[config.mk]
export PLATFORM = sky130hd
export DESIGN_NAME = rect_fill_engine
export DESIGN_NICKNAME = d
export VERILOG_FILES = /design/src/rtl/fpgart_pkg.sv /design/src/rtl/rect_clip.sv /design/src/rtl/rect_fill_engine.sv
export SDC_FILE = /design/constraint.sdc
export NUM_CORES = 1
export LEC_CHECK = 0
export ABC_AREA = 1
export CORE_UTILIZATION = 55
export CTS_CLUSTER_DIAMETER = 150
export CTS_CLUSTER_SIZE = 25
export DETAILED_ROUTE_END_ITERATION = 16
export PLACE_DENSITY = 0.82
export RECOVER_POWER = 50
export SKIP_LAST_GASP = 1
export SYNTH_ARGS = -nofsm -noshare
export SYNTH_HDL_FRONTEND = slang
export SYNTH_HIERARCHICAL = 1
export SYNTH_SLANG_ARGS = --single-unit
[constraint.sdc]
create_clock -name iClk -period 3.5 [get_ports iClk]
set_input_delay 0.7 -clock iClk [delete_from_list [all_inputs] [get_ports iClk]]
set_output_delay 0.7 -clock iClk [all_outputs]
set_load 0.01 [all_outputs]
[src/rtl/fpgart_pkg.sv]
// Shared canvas definitions for the fpgart pixel pipeline: canvas geometry,
// bank select encodings and the rectangle fill state machine encoding.
package fpgart_pkg;

  localparam int SCREEN_W = 160;
  localparam int SCREEN_H = 120;
  localparam int ADDR_W   = 15;
  localparam int COLOUR_W = 3;
  localparam int X_W      = 8;
  localparam int Y_W      = 7;

  // Canvas and bank constants shared with memory_controller
  localparam int   CANVAS_PIXELS = SCREEN_W * SCREEN_H;
  localparam logic BANK_A        = 1'b0;
  localparam logic BANK_B        = 1'b1;

  localparam logic [X_W-1:0]    X_LAST     = X_W'(SCREEN_W - 1);
  localparam logic [Y_W-1:0]    Y_LAST     = Y_W'(SCREEN_H - 1);
  localparam logic [ADDR_W-1:0] ROW_STRIDE = ADDR_W'(SCREEN_W);

  typedef enum logic [1:0] {
    ST_IDLE,
    ST_SETUP,
    ST_FILL,
    ST_DONE
  } fill_state_t;

  // Address of pixel (0, y); only evaluated once per command in SETUP
  function automatic logic [ADDR_W-1:0] row_base(input logic [Y_W-1:0] y);
    return ADDR_W'(y) * ROW_STRIDE;
  endfunction

endpackage

[src/rtl/rect_clip.sv]
// Combinational corner ordering and canvas clipping for rect_fill_engine.
// Produces the inclusive bounding box limited to the visible canvas, and
// flags rectangles that lie entirely off-canvas.
module rect_clip
  import fpgart_pkg::*;
(
  input  logic [X_W-1:0] x0,
  input  logic [Y_W-1:0] y0,
  input  logic [X_W-1:0] x1,
  input  logic [Y_W-1:0] y1,
  output logic [X_W-1:0] xmin,
  output logic [X_W-1:0] xmax,
  output logic [Y_W-1:0] ymin,
  output logic [Y_W-1:0] ymax,
  output logic           empty
);

  function automatic logic [X_W-1:0] sat_x(input logic [X_W-1:0] v);
    return (v > X_LAST) ? X_LAST : v;
  endfunction

  function automatic logic [Y_W-1:0] sat_y(input logic [Y_W-1:0] v);
    return (v > Y_LAST) ? Y_LAST : v;
  endfunction

  logic [X_W-1:0] xhi;
  logic [Y_W-1:0] yhi;

  // Order the corners, then saturate the far edges to the canvas
  always_comb begin
    xmin  = (x0 < x1) ? x0 : x1;
    xhi   = (x0 < x1) ? x1 : x0;
    ymin  = (y0 < y1) ? y0 : y1;
    yhi   = (y0 < y1) ? y1 : y0;
    xmax  = sat_x(xhi);
    ymax  = sat_y(yhi);
    empty = (xmin > X_LAST) || (ymin > Y_LAST);
  end

endmodule

[src/rtl/rect_fill_engine.sv]
// Rectangle fill engine: latches one rectangle command, orders and clips it
// to the canvas, then streams one pixel write per clock in raster order to
// the dual-bank canvas memory controller.
// Optional build macro RECT_OUTLINE_EN adds iOutline, which restricts writes
// to the rectangle border while keeping the same walk length.
module rect_fill_engine
  import fpgart_pkg::*;
(
  input  logic                iClk,
  input  logic                iReset,
  input  logic                iStart,
  input  logic [X_W-1:0]      iX0,
  input  logic [Y_W-1:0]      iY0,
  input  logic [X_W-1:0]      iX1,
  input  logic [Y_W-1:0]      iY1,
  input  logic [COLOUR_W-1:0] iColour,
  input  logic                iBank,
`ifdef RECT_OUTLINE_EN
  input  logic                iOutline,
`endif
  output logic                oBusy,
  output logic                oDone,
  output logic [ADDR_W-1:0]   oAddress,
  output logic [COLOUR_W-1:0] oData,
  output logic                oWren,
  output logic                oChipSelect
);

  fill_state_t state, state_nxt;

  logic [X_W-1:0]      x0_p0, x1_p0;
  logic [Y_W-1:0]      y0_p0, y1_p0;
  logic [COLOUR_W-1:0] colour_p0;
  logic                bank_p0;
  logic                outline_p0;

  logic [X_W-1:0]      c_xmin, c_xmax;
  logic [Y_W-1:0]      c_ymin, c_ymax;
  logic                c_empty;

  logic [X_W-1:0]      xmin_p1, xmax_p1, x_p1;
  logic [Y_W-1:0]      ymin_p1, ymax_p1, y_p1;
  logic [ADDR_W-1:0]   rowbase_p1;

  logic                row_end;
  logic                last_px;
  logic                pix_wr;

  rect_clip u_clip (
    .x0    (x0_p0),
    .y0    (y0_p0),
    .x1    (x1_p0),
    .y1    (y1_p0),
    .xmin  (c_xmin),
    .xmax  (c_xmax),
    .ymin  (c_ymin),
    .ymax  (c_ymax),
    .empty (c_empty)
  );

  assign row_end = (x_p1 == xmax_p1);
  assign last_px = row_end && (y_p1 == ymax_p1);

  // Border test for outline mode; solid fills write every walked pixel
  always_comb begin
    pix_wr = 1'b1;
`ifdef RECT_OUTLINE_EN
    if (outline_p0) begin
      pix_wr = (x_p1 == xmin_p1) || (x_p1 == xmax_p1) ||
               (y_p1 == ymin_p1) || (y_p1 == ymax_p1);
    end
`endif
  end

  // Command register stage: capture the command on the accepting edge only
  always_ff @(posedge iClk) begin
    if (state == ST_IDLE && iStart) begin
      x0_p0     <= iX0;
      y0_p0     <= iY0;
      x1_p0     <= iX1;
      y1_p0     <= iY1;
      colour_p0 <= iColour;
      bank_p0   <= iBank;
`ifdef RECT_OUTLINE_EN
      outline_p0 <= iOutline;
`else
      outline_p0 <= 1'b0;
`endif
    end
  end

  // Walk stage: bounds registered in SETUP, raster position advanced in FILL
  always_ff @(posedge iClk) begin
    if (state == ST_SETUP) begin
      xmin_p1    <= c_xmin;
      xmax_p1    <= c_xmax;
      ymin_p1    <= c_ymin;
      ymax_p1    <= c_ymax;
      x_p1       <= c_xmin;
      y_p1       <= c_ymin;
      rowbase_p1 <= row_base(c_ymin);
    end else if (state == ST_FILL) begin
      if (row_end) begin
        x_p1       <= xmin_p1;
        y_p1       <= y_p1 + Y_W'(1);
        rowbase_p1 <= rowbase_p1 + ROW_STRIDE;
      end else begin
        x_p1 <= x_p1 + X_W'(1);
      end
    end
  end

  // State register
  always_ff @(posedge iClk) begin
    if (iReset) state <= ST_IDLE;
    else        state <= state_nxt;
  end

  // Next-state logic
  always_comb begin
    state_nxt = state;
    case (state)
      ST_IDLE:  if (iStart) state_nxt = ST_SETUP;
      ST_SETUP: state_nxt = c_empty ? ST_DONE : ST_FILL;
      ST_FILL:  if (last_px) state_nxt = ST_DONE;
      ST_DONE:  state_nxt = ST_IDLE;
      default:  state_nxt = ST_IDLE;
    endcase
  end

  // Output register stage: memory-side signals follow the state by one edge
  always_ff @(posedge iClk) begin
    if (iReset) begin
      oBusy       <= 1'b0;
      oDone       <= 1'b0;
      oWren       <= 1'b0;
      oAddress    <= '0;
      oData       <= '0;
      oChipSelect <= 1'b0;
    end else begin
      oWren <= 1'b0;
      oDone <= 1'b0;
      case (state)
        ST_IDLE:  if (iStart) oBusy <= 1'b1;
        ST_SETUP: oChipSelect <= bank_p0;
        ST_FILL: begin
          oWren    <= pix_wr;
          oAddress <= rowbase_p1 + ADDR_W'(x_p1);
          oData    <= colour_p0;
        end
        ST_DONE: begin
          oBusy <= 1'b0;
          oDone <= 1'b1;
        end
        default: ;
      endcase
    end
  end

endmodule

==> flow_summary.yaml <==
outcome:
  status: "complete, but fails checks"
  violations: "max-capacitance violations, max-slew violations"
die:
  die_area_sq_um: 10820
  start_util: 0.5777
  rows: 36
  core_area_sq_um: 9910
  ios: 59
  die_y_um: 104.0
  die_x_um: 104.0
global_routing:
  grt_pass1_vias: 4212
  grt.total_usage: 0.2066
  grt_antenna_before_repair: 0
  grt_use_met3: 0.02757
  busiest_layer: "met2"
  gr-usage-met1: 0.2597
  grt_pass1_wl_mm: 18.17
  grt_max_degree: 52
  grt_use_met2: 0.3562
  grt_overflow: 0
timing:
  max_freq_mhz: 309.1
  skew_ns: 0.01296
  tightest_slew_ns: 1.671
  setup_tns_ns: 0
  hold_viol: 0
  min_period_ns: 3.235
  finalCritPeriodShare: 0.9243
  slew_headroom: -0.1143
  setup_viol: 0
  finalWorstSetupSlack_ns: 0.2649
  drv_slew: 32
pwr:
  pwr-share-seq: 0.406
  clkPwrFrac: 0.140
  p_per_area_nw_per_um2: 824.1
  p_leak_uw: 0.002942
  p_switching_uw: 2216
  comb_power_share: 0.454
  ir_worst_vdd_uv: 313.2
  swShare: 0.4072
  intPower_uw: 3226
route:
  via_per_inst: 5.108
  drt-initial-drc-count: 219
  wl_mm: 10.36
  vias: 4321
  drc: 0
  wl_per_cell_um: 12.24
  ant_nets: 0
  first_pass_iters: 4
placed_design:
  io_buffers: 58
  pre_cts_ws_ns: 0.2145
  dpl.hpwl_mm: 7.775
  placed_cell_area_sq_um: 6407
  place.gp.congestion: 0.8908
  dp_cells: 830
final_layout:
  final_area_sq_um: 6604
  fin_util: 0.6664
  multi_input_area_sq_um: 2345
  seqCellArea_sq_um: 2943
  final.fill_count: 814
  antenna_cells: 0
  drive_gt1_frac: 0.07013
  finalNonFillerCells: 846
  final_nets: 780
  syn_to_final_growth_pct: 15.37
critical_path:
  crit_type: "reg -> reg"
  r2r-start: "y0_p0[6]"
  cp-startpoint: "y0_p0[6]"
  end_kind: "flop"
  worstPathRequired_ns: 3.63
  crit_fanout: 31
  arrival_ns: 3.37
  worstSetupStartpointType: "flop"
logic_synthesis:
  async_reset_ff_frac: 0
  syn-num-nets: 724
  synth.largest_area_cell: "edfxtp_1"
  synth_commonest_cells: "nand2_1 (172), inv_1 (86), edfxtp_1 (82)"
  synth_ff_type: "edfxtp_1"
  synth.most_common_cell: "nand2_1"
  synth_area_sq_um: 5724
  ys_ff_latch: 106
  syn_inst: 652
  ys_types: 38
  yosysTopAreaCellShare: 0.4302
  synth-edff-count: 82
  yosys_warnings: 6
  synth.avg_cell_area_sq_um: 8.780
  synth_area_leaders: "edfxtp_1 (43%), nand2_1 (11%), dfxtp_1 (8.4%), ha_1 (7.2%), inv_1 (5.6%)"
  synth_seq_area_share: 0.5141
clock_network:
  clkSinkCount: 106
  clkTransAtPathRegs_ns: 0.11
  post_cts_buffers: 0
  numCtsBuffers: 9
  cts_tree: "built"
  cts_root_buf: "clkbuf_8"
  worstSkewPairLatency_ns: 0.37
  cts.htree.levels: 3
  clockBufferDepth: 2
min_path:
  worstHoldStart: "bank_p0"
  hp-class: "reg -> reg"
run:
  drv_cap: 1
## worst max-delay path, cell delays in order, from the launching register on
cell and delay (ns):
edfxtp_1 0.44, ha_1 0.33, a21o_1 0.21, nor2_4 0.18, nand2_8 0.15, o21ai_2 0.16, inv_1 0.10, ha_1 0.32
ha_1 0.36, a21oi_1 0.16, nand2_1 0.08, nand2_1 0.08, nand2_1 0.05, a21oi_1 0.12, nor2_1 0.06, o21a_1 0.21
## stage by stage
stage / power, uW / hold slack [ns]
6_report: 5442 / 0.4712
3_5_place_dp: 4681 / 0.4617
5_1_grt: 5923 / 0.4968
3_3_place_gp: 4525 / 0.4557
4_1_cts: 5459 / 0.4772
2_1_floorplan: 4007 / 0.4475
## sequential cells by signal (all words and copies together), names as in the netlist, 2 cells and up
| name | flops |
|---|---|
| xmin_p1 | 8 |
| state | 2 |
| oAddress | 15 |
| x0_p0 | 8 |
| y1_p0 | 7 |
| x_p1 | 8 |
| oData | 3 |
| y0_p0 | 7 |
| x1_p0 | 8 |
| ymax_p1 | 7 |
| xmax_p1 | 8 |
| y_p1 | 7 |
| rowbase_p1 | 10 |
| colour_p0 | 3 |
## cell families after synthesis
| group | after synthesis | share of synthesized area |
|---|---|---|
| simple gates | 280 | 0.2013 |
| buf+inv | 110 | 0.07781 |
| flops | 106 | 0.5141 |
| fa+ha+maj | 35 | 0.07913 |
| xor+xnor | 13 | 0.01989 |
| compound gates | 108 | 0.1078 |
## layer usage
metal,vias to the layer above,part of all wire
met4,0,0.017
met1,1935,0.44
met3,20,0.055
met5,-,0
li1,2243,-
met2,123,0.49
## repair_timing
| item | CTS | global route |
|---|---|---|
| resized for setup | 0 | 3 |
| hold buffers | 0 | 0 |
| endpoints found under the setup margin | 0 | 3 |
## worst paths after layout
| check | to | slack, ns | cells after the start |
|---|---|---|---|
| setup reg to reg | rowbase_p1[13] | 0.26 | 15 |
| hold / removal | oChipSelect | 0.47 | 2 |
| hold reg to reg | oChipSelect | 0.47 | 2 |
| setup / recovery | rowbase_p1[13] | 0.26 | 15 |
## cell type report
cell class,instances,area share
timing repair buffer,62,0.09094
inverter,93,0.05286
multi-input combinational,436,0.3551
tap,133,0.02520
clock buffer,9,0.01876
clock inverter,7,0.01156
sequential,106,0.4456
## power by group through the flow
stage          registers, uW  logic (uW)  clock network (uW)
2_1_floorplan           2200        1810                   0
3_3_place_gp            2190        2330                   0
3_5_place_dp            2220        2460                   0
4_1_cts                 2200        2480                 782
5_1_grt                 2250        2830                 835
6_report                2210        2470                 764
## placed cells by master (no fill, tap or decap), types with 22 or more instances in the layout
master	netlist	layout
nand2_1	172	172
inv_1	86	86
edfxtp_1	82	82
nor2_1	67	68
dlygate4sd3_1	0	36
ha_1	33	33
o21ai_0	31	31
o21ai_1	30	28
dfxtp_1	24	24
nand3_1	23	23
a21oi_1	23	23
clkdlybuf4s50_1	0	22
Note: power is estimated with default switching activity, not from simulation.
